[src/rtl/ofmap_packer.sv]
// Packs the post-processed output stream into 32-bit DRAM write words and drains
// them through a small word FIFO over a valid/ready port with incrementing addresses.
module ofmap_packer #(
  parameter int unsigned         FIFO_DEPTH = 8,
  parameter int unsigned         ADDR_W     = 12,
  parameter logic [ADDR_W-1:0]   BASE_ADDR  = '0
) (
  input  logic              clk,
  input  logic              rst,
  input  logic              raw_mode,
  input  logic              in_valid,
  input  logic [31:0]       in_data,
  input  logic              in_last,
  output logic              out_valid,
  input  logic              out_ready,
  output logic [31:0]       out_data,
  output logic [3:0]        out_strb,
  output logic [ADDR_W-1:0] out_addr,
  output logic              busy,
  output logic              done,
  output logic              overflow
);

  localparam int unsigned PTR_W = (FIFO_DEPTH > 1) ? $clog2(FIFO_DEPTH) : 1;
  localparam int unsigned CNT_W = PTR_W + 1;
  localparam int unsigned ENT_W = 36;

  typedef enum logic [1:0] {IDLE, RUN, FLUSH, DONE} state_e;

  state_e              state_q, state_d;
  logic                mode_q, mode_d;
  logic [1:0]          lane_q, lane_d;
  logic [23:0]         buf_q, buf_d;
  logic                ovf_q, ovf_d;
  logic [ADDR_W-1:0]   addr_q, addr_d;
  logic [PTR_W-1:0]    wr_ptr_q, rd_ptr_q;
  logic [CNT_W-1:0]    count_q, count_d;
  logic [ENT_W-1:0]    mem_q [FIFO_DEPTH];

  logic                pop, full, can_push, push, accept, eff_mode;
  logic [31:0]         push_data;
  logic [3:0]          push_strb;

  assign pop      = (count_q != '0) && out_ready;
  assign full     = (count_q == CNT_W'(FIFO_DEPTH));
  assign can_push = !full || pop;
  // The first sample of a run is interpreted with the live mode pin.
  assign eff_mode = (state_q == IDLE) ? raw_mode : mode_q;

  // Next-state, packing and push decisions.
  always_comb begin
    state_d   = state_q;
    mode_d    = mode_q;
    lane_d    = lane_q;
    buf_d     = buf_q;
    ovf_d     = ovf_q;
    push      = 1'b0;
    push_data = 32'h0;
    push_strb = 4'h0;
    accept    = 1'b0;

    unique case (state_q)
      IDLE: begin
        if (in_valid) begin
          mode_d  = raw_mode;
          accept  = 1'b1;
          state_d = in_last ? FLUSH : RUN;
        end else if (in_last) begin
          state_d = FLUSH;
        end
      end
      RUN: begin
        accept = in_valid;
        if (in_last) state_d = FLUSH;
      end
      FLUSH: begin
        if (in_valid) ovf_d = 1'b1;
        if (lane_q != 2'd0) begin
          if (can_push) begin
            push      = 1'b1;
            push_data = {8'h00, buf_q};
            unique case (lane_q)
              2'd1:    push_strb = 4'h1;
              2'd2:    push_strb = 4'h3;
              default: push_strb = 4'h7;
            endcase
            lane_d = 2'd0;
            buf_d  = 24'h0;
          end
        end else if ((count_q == '0) || ((count_q == CNT_W'(1)) && pop)) begin
          state_d = DONE;
        end
      end
      default: begin
        if (in_valid) ovf_d = 1'b1;
        state_d = IDLE;
      end
    endcase

    if (accept) begin
      if (eff_mode) begin
        if (can_push) begin
          push      = 1'b1;
          push_data = in_data;
          push_strb = 4'hF;
        end else begin
          ovf_d = 1'b1;
        end
      end else if (lane_q == 2'd3) begin
        // A dropped completing byte discards the whole word.
        if (can_push) begin
          push      = 1'b1;
          push_data = {in_data[7:0], buf_q};
          push_strb = 4'hF;
        end else begin
          ovf_d = 1'b1;
        end
        lane_d = 2'd0;
        buf_d  = 24'h0;
      end else begin
        unique case (lane_q)
          2'd0:    buf_d[7:0]   = in_data[7:0];
          2'd1:    buf_d[15:8]  = in_data[7:0];
          default: buf_d[23:16] = in_data[7:0];
        endcase
        lane_d = lane_q + 2'd1;
      end
    end
  end

  always_comb begin
    count_d = count_q;
    if (push && !pop)      count_d = count_q + CNT_W'(1);
    else if (!push && pop) count_d = count_q - CNT_W'(1);
  end

  always_comb begin
    addr_d = addr_q;
    if (state_q == DONE) addr_d = BASE_ADDR;
    else if (pop)        addr_d = addr_q + ADDR_W'(1);
  end

  always_ff @(posedge clk) begin
    if (rst) begin
      state_q  <= IDLE;
      mode_q   <= 1'b0;
      lane_q   <= 2'd0;
      buf_q    <= 24'h0;
      ovf_q    <= 1'b0;
      addr_q   <= BASE_ADDR;
      wr_ptr_q <= '0;
      rd_ptr_q <= '0;
      count_q  <= '0;
    end else begin
      state_q  <= state_d;
      mode_q   <= mode_d;
      lane_q   <= lane_d;
      buf_q    <= buf_d;
      ovf_q    <= ovf_d;
      addr_q   <= addr_d;
      count_q  <= count_d;
      if (push) wr_ptr_q <= wr_ptr_q + PTR_W'(1);
      if (pop)  rd_ptr_q <= rd_ptr_q + PTR_W'(1);
    end
  end

  always_ff @(posedge clk) begin
    if (push) mem_q[wr_ptr_q] <= {push_strb, push_data};
  end

  assign out_valid = (count_q != '0);
  assign out_data  = out_valid ? mem_q[rd_ptr_q][31:0]  : 32'h0;
  assign out_strb  = out_valid ? mem_q[rd_ptr_q][35:32] : 4'h0;
  assign out_addr  = addr_q;
  assign busy      = (state_q != IDLE);
  assign done      = (state_q == DONE);
  assign overflow  = ovf_q;

endmodule

[config.mk]
export PLATFORM = sky130hd
export DESIGN_NAME = ofmap_packer
export DESIGN_NICKNAME = d
export VERILOG_FILES = /design/src/rtl/ofmap_packer.sv
export SDC_FILE = /design/constraint.sdc
export NUM_CORES = 1
export LEC_CHECK = 0
export BUFFER_PORTS_ARGS = -buffer_cell sky130_fd_sc_hd__buf_2
export CAP_MARGIN = 20
export CORE_UTILIZATION = 54
export CTS_CLUSTER_DIAMETER = 40
export DETAILED_ROUTE_END_ITERATION = 8
export MAX_ROUTING_LAYER = met4
export PLACE_DENSITY = 0.84
export SYNTH_ARGS = -nofsm -noshare
export SYNTH_HDL_FRONTEND = slang
export SYNTH_SLANG_ARGS = --single-unit
[constraint.sdc]
create_clock -name clk -period 5.7 [get_ports clk]
set_input_delay 0.855 -clock clk [delete_from_list [all_inputs] [get_ports clk]]
set_output_delay 0.855 -clock clk [all_outputs]
set_load 0.02 [all_outputs]
After elaboration in Yosys (flattened, before gate mapping):

Memory sizes are Yosys's and may differ from the RTL's. A register that Yosys moved wholly into a read port is not among the register bits.
Index checks and enable logic that the tools add are counted.

* add/sub/neg operators: 6
* multipliers: 0
* divide/modulo/power cells: 0
* magnitude comparators: 0
* eq/ne operators: 10
* shifts and indexed selects: 0
* mux-type cells: 61
* bitwise operators: 0
* reduce and logical (&&, ||, !) cells: 21

Operator list (count)
* $mux W24: 9
* $mux W32: 6
* $mux W4: 7
* $mux W8: 3
* $mux W2: 11
* $mux W1: 17
* $mux W3: 5
* $add A12 B1 Y12 const B: 1
* $eq A2 B2 Y1 const B: 4
* $add A3 B1 Y3 const B: 2
* $pmux W2 S3: 1
* $pmux W3 S2: 1
* $reduce_bool A2 Y1: 3
* $reduce_or A2 Y1: 3
* $add A4 B1 Y4 const B: 1
* $eq A2 B1 Y1 const B: 2
* $eq A4 B1 Y1 const B: 1
* $eq A4 B4 Y1 const B: 1
* $logic_and A1 B1 Y1: 4
* $logic_not A2 Y1: 2
* $logic_not A4 Y1: 1
* $ne A2 B2 Y1 const B: 2
* $reduce_and A2 Y1: 2
* $reduce_bool A4 Y1: 1
* other kinds (5): 8

* register bits: 52
* latch bits: 0
* bits in writable memories: 288
* bits in read-only memories: 0
* bits of input ports: 38
* output and inout bits: 52
* logic and storage cells: 108
* memories kept: 1

Memory list
* mem_q: depth 8, width 36, read ports 1, clocked after Yosys merged registers in 1, write ports 1, RTL line 38 `logic [ENT_W-1:0] mem_q [FIFO_DEPTH];`

Depth between registers and ports, before layout:

Gate-level depths: netlist (run 1).

* word-level depth: 14
* depth in mapped cells: 13
* mapped depth without buffers: 11

Worst setup path before layout (run 1):

No wires, ideal clock.

* path kind: input to register
* start point: input in_valid
* end point: memory mem_q[4][0], enable pin
* setup time: 0.532 ns
* arrival time: 5.353 ns
* data required time: 5.168 ns
* slack: -0.186 ns
* stages: 6
* path buffers: 2
* cell sequence: nor2b_2 and2_1 buf_2 a21oi_2 buf_4 nor4b_1

* longest elaborated chain between the ends: 5

RTL lines
* start, declared: RTL line 11 `input logic in_valid,`
* $mux W1: RTL line 64 `if (in_valid) begin`
* $pmux W1 S2 (*): RTL line 62 `unique case (state_q)`
* $mux W1 (*): RTL line 100 `if (accept) begin`
* $mux W1 (*): RTL line 168 `if (push) mem_q[wr_ptr_q] <= {push_strb, push_data};`
* $mux W1 (implied by the code) (*): RTL line 168
* end, declared: RTL line 38

Mark *: on every way between the ends. The rest lies on a longest branch, timed or not.

==> results of run 1 <==
==> cells by family (layout without fill, tap and decap cells) <==
kind of cell	after synthesis	after routing	share of synthesized area, %
flops	343	343	70.2
other cells	0	1	0
mux	114	114	14.8
buf+inv	56	197	1.88
fa+ha+maj	10	10	0.901
compound gates	99	99	5.26
xor+xnor	13	13	0.820
simple gates	170	170	6.16
==> final cells by class <==
class                      count  area (um^2)
sequential                   343         9760
fill                        1602         8930
multi-input combinational    406         3940
clock buffer                  51         1150
timing repair buffer         111          611
tap                          330          413
clock inverter                23          330
inverter                      12         45.0
antenna                        1         2.50
==> power breakdown <==
group / switching, mW / leakage (nW) / internal (mW) / total (mW)
Sequential: 0.118 / 3.15 / 2.80 / 2.92
Combinational: 0.941 / 1.68 / 0.621 / 1.56
Clock: 1.04 / 0.727 / 1.73 / 2.77
==> worst max-delay path, cell delays in order, from the launching register on <==
cell and delay [ns]:
dfxtp_4 0.88, buf_4 0.50, mux4_2 0.57, mux2i_1 0.23, nor2_1 0.07, buf_2 0.19
==> path summary, 6_finish.rpt <==
kind	startpoint	to
setup / recovery	register	out_data[19]
setup reg to reg	count_q[0]$_SDFFE_PP0P_	count_q[3]$_SDFFE_PP0P_
hold reg to reg	buf_q[23]$_SDFF_PP0_	buf_q[23]$_SDFF_PP0_
hold / removal	buf_q[23]$_SDFF_PP0_	buf_q[23]$_SDFF_PP0_
==> synthesized netlist by cell type (13+ instances only) <==
library cell and instances:
a21oi_1 34, nand2_1 22, nor3_1 20, mux2i_1 40, edfxtp_1 288, buf_2 17
nand3_1 15, a31oi_1 15, a22o_1 33, mux4_2 72, dfxtp_1 55, nor2_1 68
clkbuf_1 13
==> routing by layer <==
metal / track usage, % / vias to the layer above
met1: 31.4 / 4017
met2: 40.4 / 454
li1: - / 3435
met5: - / -
met3: 4.69 / 108
met4: 11.1 / 0
==> sequential cells by signal, summed over array words and instances, names as in the netlist, 2 cells and up, named ones only <==
signal and count:
mem_q 288, rd_ptr_q 3, buf_q 24, lane_q 2
wr_ptr_q 3, count_q 4, out_addr 12, state_q 2
==> per-stage QoR <==
stage | cells | TNS, ns | hold slack (ns)
floorplan | 805 | -20.06 | 0.443
global placement | 1201 | 0 | 0.457
detailed placement | 1201 | 0 | 0.462
CTS | 1275 | 0 | 0.476
global route | 1277 | 0 | 0.500
finish | 1277 | 0 | 0.475
==> key figures, run 1 <==
STA
  – Final Max Slew Viols: 0
  – Final setup vio count: 0
  – Skew final: 0.0264 ns
  – Fin crit share: 67.5%
  – RSZ-0062 raised after global routing: no
  – Final min period: 3.85 ns
  – PnR worst setup slack: 1.85 ns
  – FMAX: 260 MHz
  – Worst Tran Pin Value: 1.10 ns
  – Relative slew slack: 26.5%
  – Final hold vios: 0

Place
  – Gpl congestion: 0.845
  – Port bufs: 89
  – Place WS: 1.57 ns
  – Post-detail-place hpwl: 18100 um
  – Placed inst area: 14800 um^2

Run
  – Max-cap viol count: 0

Cells and area
  – Fin nets: 962
  – Share of layout cells above drive strength 1: 29.6%
  – Fin area: 16200 um^2
  – Most frequent cells in the layout: edfxtp_1, buf_2, mux4_2
  – Final core occ: 64.5%
  – Commonest non-fill, non-tap cell in the layout: edfxtp_1
  – P&R area growth vs syn: 17.0%

Drt
  – Number of remaining DRC errors: 0
  – WL met2: 15600 um
  – Final antenna-violating net count: 0
  – Post-Route WL: 31300 um
  – Vias: 8014
  – First-pass DRT Iterations: 6
  – Top layer in use: met4
  – Metal3 WL: 2620 um
  – Routed len/inst: 24.5 um
  – WL met1: 11900 um
  – Initial DRC Count: 915
  – Vias per cell: 6.28

Synth
  – Yosys Warn Count: 0
  – Syn_nets: 853
  – Post-synth top flop: edfxtp_1
  – Cell Area, Synth: 13900 um^2
  – Number of synthesized flops with an enable pin: 288
  – Area share of the largest cell type after synthesis: 62.3%
  – Cell variety after synth: 51
  – Post-synth ARST share: 0%
  – Seq cells post-synth: 343
  – Synth Area per Inst: 17.2 um^2
  – Synth top area cells: edfxtp_1, mux4_2, dfxtp_1
  – Mapped Cells: 805
  – Top cell type by total area after synthesis: edfxtp_1
  – Register area share after synthesis: 70.2%

Pwr
  – VDD IR-drop max: 0.000218 V
  – Power per cell area: 446 nW/um^2
  – Design Power: 7.25 mW
  – Pleak: 5.56 nW

CTS
  – CTS buffer count: 40
  – CTS root buffer: clkbuf_16
  – Post-cts sizing count: 0
  – CTS H-tree lvls: 2
  – Latest clock arrival within the worst-skew pair: 0.53 ns
  – Clock tree from TritonCTS: yes
  – Clock sink total: 343
  – Maximum clock path buffer count: 3
  – Clock transition at path regs: 0.06 ns
  – CTS Hold Bufs: 0
  – Setup Fix Bufs, Post-CTS: 0

Setup path
  – Type of element launching the critical path: register
  – Crit path DAT: 2.99 ns
  – Reg-to-reg slack, setup: 1.91 ns
  – WS Path Type: reg2out
  – Endpoint class of the critical path: output port
  – Crit-path max FO: 39
  – Required time of the critical path: 4.85 ns
  – R2R cell count: 11

GRT
  – Overall routing resource usage: 25.2%
  – Largest net degree at the start of global routing: 73
  – GRT Residual Overflow: 0
  – First-pass GRT wire length: 47700 um
  – Initial antenna violation count: 1
  – Via count of the first global-routing pass: 8298

Hold path
  – Worst hold path class: reg2reg
  – Min-Delay Path Depth: 1

Floorplanning
  – Io pins: 90
  – DIE AREA: 26400 um^2
  – Rows: 58
  – Starting Density: 55.1%
  – CORE AREA: 25200 um^2
  – Die X: 162 um
  – DIE HEIGHT: 162 um

Run status
  – Outcome: complete, no violations
Note: power is estimated with default switching activity, not from simulation.
==> inputs of run 2 (changes only) <==
--- a/config.mk
+++ b/config.mk
@@ -5,13 +5,14 @@
 export SDC_FILE = /design/constraint.sdc
 export NUM_CORES = 1
 export LEC_CHECK = 0
+export ABC_AREA = 1
 export BUFFER_PORTS_ARGS = -buffer_cell sky130_fd_sc_hd__buf_2
 export CAP_MARGIN = 20
-export CORE_UTILIZATION = 54
+export CORE_UTILIZATION = 60
 export CTS_CLUSTER_DIAMETER = 40
 export DETAILED_ROUTE_END_ITERATION = 8
 export MAX_ROUTING_LAYER = met4
-export PLACE_DENSITY = 0.84
+export PLACE_DENSITY = 0.88
 export SYNTH_ARGS = -nofsm -noshare
 export SYNTH_HDL_FRONTEND = slang
 export SYNTH_SLANG_ARGS = --single-unit
==> constraint.sdc (replaced) <==
create_clock -name clk -period 3.71 [get_ports clk]
set_input_delay 0.5565 -clock clk [delete_from_list [all_inputs] [get_ports clk]]
set_output_delay 0.5565 -clock clk [all_outputs]
set_load 0.02 [all_outputs]
==> key figures, run 2 <==
STA
  – Fin crit share: 88.9%
  – Final Max Slew Viols: 0
  – RSZ-0062 raised after global routing: no
  – FMAX: 303 MHz
  – Relative slew slack: 38.7%
  – Worst hold margin: 0.324 ns
  – Final hold vios: 0
  – PnR worst setup slack: 0.412 ns
  – Worst Tran Pin Value: 0.918 ns
  – Final min period: 3.30 ns
  – Setup TNS: 0 ns
  – Final setup vio count: 0
  – Skew final: 0.0272 ns

Pwr
  – Pleak: 6.39 nW
  – Internal: 7.79 mW
  – Design Power: 12.1 mW
  – VDD IR-drop max: 0.000556 V
  – Register share of total power: 37.2%
  – Clock Power Share: 33.0%
  – Power per cell area: 709 nW/um^2
  – Net Sw Power: 4.35 mW
  – Comb pwr share: 29.8%
  – Sw Share: 35.9%

Cells and area
  – Fill count: 1613
  – Max reg flops: 288
  – Most frequent cells in the layout: edfxtp_1, nor2_1, nand2_1
  – Post-Layout Cell Count: 1882
  – Largest Register: mem_q
  – Fin nets: 1574
  – Area occupied by multi-input gates: 4610 um^2
  – Final core occ: 70.2%
  – Fin area: 17100 um^2
  – Commonest non-fill, non-tap cell in the layout: edfxtp_1
  – P&R area growth vs syn: 14.2%
  – Ant diodes: 0
  – Share of layout cells above drive strength 1: 14.4%
  – FF/Latch Area: 9760 um^2

Drt
  – Metal3 WL: 4930 um
  – Vias per cell: 6.13
  – Routed len/inst: 20.6 um
  – Post-Route WL: 38800 um
  – WL met2: 18600 um
  – Number of remaining DRC errors: 0
  – Vias: 11500
  – Final antenna-violating net count: 0
  – WL met1: 14400 um
  – Initial DRC Count: 1750
  – Top layer in use: met4
  – First-pass DRT Iterations: 6

GRT
  – GRT Residual Overflow: 0
  – Overall routing resource usage: 31.4%
  – Via count of the first global-routing pass: 11000
  – Largest net degree at the start of global routing: 109
  – Initial antenna violation count: 0
  – First-pass GRT wire length: 60000 um

CTS
  – Latest clock arrival within the worst-skew pair: 0.54 ns
  – CTS Hold Bufs: 0
  – Clock tree from TritonCTS: yes
  – Maximum clock path buffer count: 3
  – CTS root buffer: clkbuf_16
  – Setup Fix Bufs, Post-CTS: 0
  – Post-cts sizing count: 0
  – CTS H-tree lvls: 2
  – CTS buffer count: 40
  – Clock sink total: 343
  – Clock transition at path regs: 0.06 ns

Synth
  – Count leader, synth: edfxtp_1
  – Post-synth ARST share: 0%
  – Cell variety after synth: 39
  – Syn_nets: 1503
  – Seq cells post-synth: 343
  – Mapped Cells: 1455
  – Register area share after synthesis: 65.0%
  – Top cell type by total area after synthesis: edfxtp_1
  – Cell Area, Synth: 15000 um^2
  – Post-synth top flop: edfxtp_1
  – Number of synthesized flops with an enable pin: 288
  – Most frequent cells after synthesis: edfxtp_1, nor2_1, nand2_1
  – Synth top area cells: edfxtp_1, dfxtp_1, nor2_1
  – Yosys Warn Count: 0
  – Area share of the largest cell type after synthesis: 57.7%
  – Synth Area per Inst: 10.3 um^2

Floorplanning
  – DIE HEIGHT: 160 um
  – Rows: 57
  – Io pins: 90
  – Starting Density: 61.5%
  – Die X: 160 um
  – CORE AREA: 24400 um^2
  – DIE AREA: 25600 um^2

Place
  – Post-detail-place hpwl: 23500 um
  – Port bufs: 89
  – Gpl congestion: 0.963
  – Place WS: 0.751 ns
  – Placed inst area: 15800 um^2
  – DP Cell Count: 1808

Hold path
  – Hold_sp: in_valid
  – Worst hold path class: in2reg

Setup path
  – Type of element launching the critical path: register
  – Crit-path max FO: 47
  – Worst R2R Start: count_q[0]$_SDFFE_PP0P_
  – Endpoint class of the critical path: output port
  – Required time of the critical path: 3.15 ns
  – Crit path DAT: 2.74 ns
  – WS Path Type: reg2out

Run status
  – Outcome: complete, no violations

Run
  – Max-cap viol count: 0
==> run 2: area by class of cell <==
| class | count | share of cell area (%) |
|---|---|---|
| Clock buffer | 47 | 6.12 |
| Clock inverter | 27 | 1.85 |
| Inverter | 65 | 1.45 |
| Multi-Input combinational cell | 963 | 26.9 |
| Sequential cell | 343 | 57.0 |
| Tap cell | 324 | 2.37 |
| Timing Repair Buffer | 113 | 4.31 |
==> run 2: path summary, 6_finish.rpt <==
kind,endpoint,slack [ns],cells after the start
worst max register to register,mem_q[5][33]$_DFFE_PP_,0.69,12
worst max-delay path,out_data[2],0.41,8
worst min register to register,overflow$_SDFF_PP0_,0.46,2
worst min-delay path,mode_q$_SDFFE_PP0P_,0.32,2
==> run 2: cells by family after synthesis <==
| family | count (synthesis) | synth area share (%) |
|---|---|---|
| AOI/OAI and AO/OA | 313 | 12.0 |
| xor gates and xnor gates | 2 | 0.117 |
| and+or+nand+nor | 638 | 17.4 |
| buffers and inverters | 149 | 4.60 |
| DFF | 343 | 65.0 |
| adders and majority gates | 10 | 0.835 |
==> run 2: layer usage <==
layer	up-vias	global-route usage [%]
met5	-	-
met4	0	9.22
met3	78	5.12
met2	825	49.4
met1	5436	42.3
li1	5204	-
==> run 2: critical path, cell delays in order, from the launching register on <==
cell	delay, ns
dfxtp_4	0.66
buf_4	0.45
nor2_1	0.09
nor2_1	0.08
o21ai_0	0.12
o211ai_1	0.17
nand2_1	0.11
nor2_1	0.27
buf_2	0.23
==> run 2: power groups by stage <==
stage,clock network (mW),registers (mW),logic [mW]
6_report,4.00,4.52,3.62
5_1_grt,4.17,4.53,3.91
4_1_cts,4.01,4.52,3.56
3_5_place_dp,0,4.59,3.47
3_3_place_gp,0,4.58,3.35
2_1_floorplan,0,4.51,2.40
==> inputs of run 3 (changes only) <==
--- a/config.mk
+++ b/config.mk
@@ -8,6 +8,7 @@
 export ABC_AREA = 1
 export BUFFER_PORTS_ARGS = -buffer_cell sky130_fd_sc_hd__buf_2
 export CAP_MARGIN = 20
+export CORE_MARGIN = 2
 export CORE_UTILIZATION = 60
 export CTS_CLUSTER_DIAMETER = 40
 export DETAILED_ROUTE_END_ITERATION = 8
==> constraint.sdc (replaced) <==
create_clock -name clk -period 3.45 [get_ports clk]
set_input_delay 0.5175 -clock clk [delete_from_list [all_inputs] [get_ports clk]]
set_output_delay 0.5175 -clock clk [all_outputs]
set_load 0.02 [all_outputs]
==> key figures, run 3 (synthesis gave the netlist of run 2 again) <==
Drt
  – Top layer in use: met4
  – Vias per cell: 6.09
  – Post-Route WL: 37700 um
  – WL met2: 18500 um
  – Number of remaining DRC errors: 0
  – First-pass DRT Iterations: 7
  – WL met1: 14000 um
  – Metal3 WL: 4090 um
  – Initial DRC Count: 1351
  – Final antenna-violating net count: 0
  – Routed len/inst: 20.0 um
  – Vias: 11500

Setup path
  – Crit path DAT: 2.68 ns
  – Type of element launching the critical path: register
  – Worst path top cell family by delay: buffers and inverters
  – Critical path's largest stage delay: 0.50 ns
  – Cell mode on critical path: nor2_1
  – Required time of the critical path: 2.93 ns
  – Crit-path max FO: 27
  – Crit path cell chain: inv_1, buf_4, o21ai_0, o22ai_1, nor2_1, nor2_1, buf_2
  – Sum of buffers and inverters on the critical path: 3
  – Slowest cell on crit path: dfxtp_2
  – Endpoint class of the critical path: output port
  – WS Path Type: reg2out

Pwr
  – Power per cell area: 750 nW/um^2
  – Clock Power Share: 32.7%
  – Internal: 8.32 mW
  – Comb pwr share: 29.3%
  – Pleak: 6.39 nW
  – Sw Share: 35.1%
  – Register share of total power: 37.9%
  – Net Sw Power: 4.50 mW
  – VDD IR-drop max: 0.000494 V

Floorplanning
  – Io pins: 90
  – DIE AREA: 26300 um^2
  – DIE HEIGHT: 162 um
  – Die X: 162 um
  – Rows: 57
  – Starting Density: 61.5%
  – CORE AREA: 24400 um^2

Place
  – Post-detail-place hpwl: 23100 um
  – Gpl congestion: 0.967
  – DP Cell Count: 1812
  – Port bufs: 89
  – Place WS: 0.589 ns

Cells and area
  – P&R area growth vs syn: 14.0%
  – Max reg flops: 288
  – Most frequent cells in the layout: edfxtp_1, nor2_1, nand2_1
  – Largest Register: mem_q
  – Post-Layout Cell Count: 1883
  – Ant diodes: 0
  – Fill count: 1599
  – Share of layout cells above drive strength 1: 14.2%
  – Fin nets: 1577
  – Commonest non-fill, non-tap cell in the layout: edfxtp_1

GRT
  – Initial antenna violation count: 0
  – First-pass GRT wire length: 58600 um
  – Overall routing resource usage: 29.6%
  – Via count of the first global-routing pass: 10900
  – Largest net degree at the start of global routing: 85
  – GRT Residual Overflow: 0

Run status
  – Outcome: complete, no violations

STA
  – RSZ-0062 raised after global routing: no
  – PnR worst setup slack: 0.249 ns
  – Fin crit share: 92.8%
  – Final Max Slew Viols: 0
  – Final hold vios: 0
  – Final min period: 3.20 ns
  – Final setup vio count: 0
  – Worst Tran Pin Value: 1.06 ns
  – Setup TNS: 0 ns
  – FMAX: 312 MHz
  – Skew final: 0.0155 ns
  – Relative slew slack: 28.3%

CTS
  – CTS buffer count: 38
  – Maximum clock path buffer count: 3
  – CTS Hold Bufs: 0
  – CTS H-tree lvls: 2
  – CTS root buffer: clkbuf_16
  – Latest clock arrival within the worst-skew pair: 0.53 ns
  – Clock transition at path regs: 0.07 ns
  – Clock tree from TritonCTS: yes
  – Setup Fix Bufs, Post-CTS: 0
  – Clock sink total: 343
  – Post-cts sizing count: 0

Hold path
  – Worst hold path class: in2reg

Run
  – Max-cap viol count: 0
==> run 3: cell count changes in the layout (fill, tap and decap cells not counted), moves of 2 or more <==
cell        before  now
clkinv_1         6   10
clkinvlp_4       3    1
buf_4           15   20
clkinv_2         5    3
==> run 3: worst paths after layout <==
path,startpoint,endpoint,slack (ns),cells past startpoint
worst max-delay path,register,out_data[12],0.25,7
worst min-delay path,in_valid,mode_q$_SDFFE_PP0P_,0.27,2
worst max register to register,count_q[0]$_SDFFE_PP0P_,mem_q[1][18]$_DFFE_PP_,0.50,12
worst min register to register,out_addr[8]$_SDFFE_PP0P_,out_addr[8]$_SDFFE_PP0P_,0.46,2
==> run 3: layer usage <==
| metal | vias up | track usage [%] |
|---|---|---|
| li1 | 5193 | - |
| met1 | 5408 | 38.4 |
| met2 | 779 | 47.8 |
| met3 | 96 | 4.09 |
| met4 | 0 | 11.7 |
| met5 | - | - |
==> run 3: power by group through the flow <==
stage	clock network, mW	registers [mW]	logic (mW)
6_report	4.20	4.87	3.76
5_1_grt	4.38	4.88	4.09
4_1_cts	4.22	4.86	3.72
3_5_place_dp	0	4.94	3.65
3_3_place_gp	0	4.93	3.52
2_1_floorplan	0	4.86	2.58
==> run 3: cell type report <==
class / instances / area, um^2 / area share, %
Clock buffer: 47 / 1050 / 6.13
Clock inverter: 23 / 262 / 1.53
Sequential cell: 343 / 9760 / 57.1
Multi-Input combinational cell: 963 / 4610 / 27.0
Inverter: 65 / 248 / 1.45
Tap cell: 324 / 405 / 2.37
Timing Repair Buffer: 118 / 763 / 4.46
==> run 3: metrics by stage <==
step / hold WS (ns) / cell area (um^2) / total power, mW / utilization [%]
2_1_floorplan: 0.448 / 15000 / 7.43 / -
3_3_place_gp: 0.436 / 15800 / 8.45 / 64.7
3_5_place_dp: 0.454 / 15800 / 8.60 / 64.7
4_1_cts: 0.256 / 17100 / 12.8 / 70.1
5_1_grt: 0.271 / 17100 / 13.4 / 70.1
6_report: 0.272 / 17100 / 12.8 / 70.1
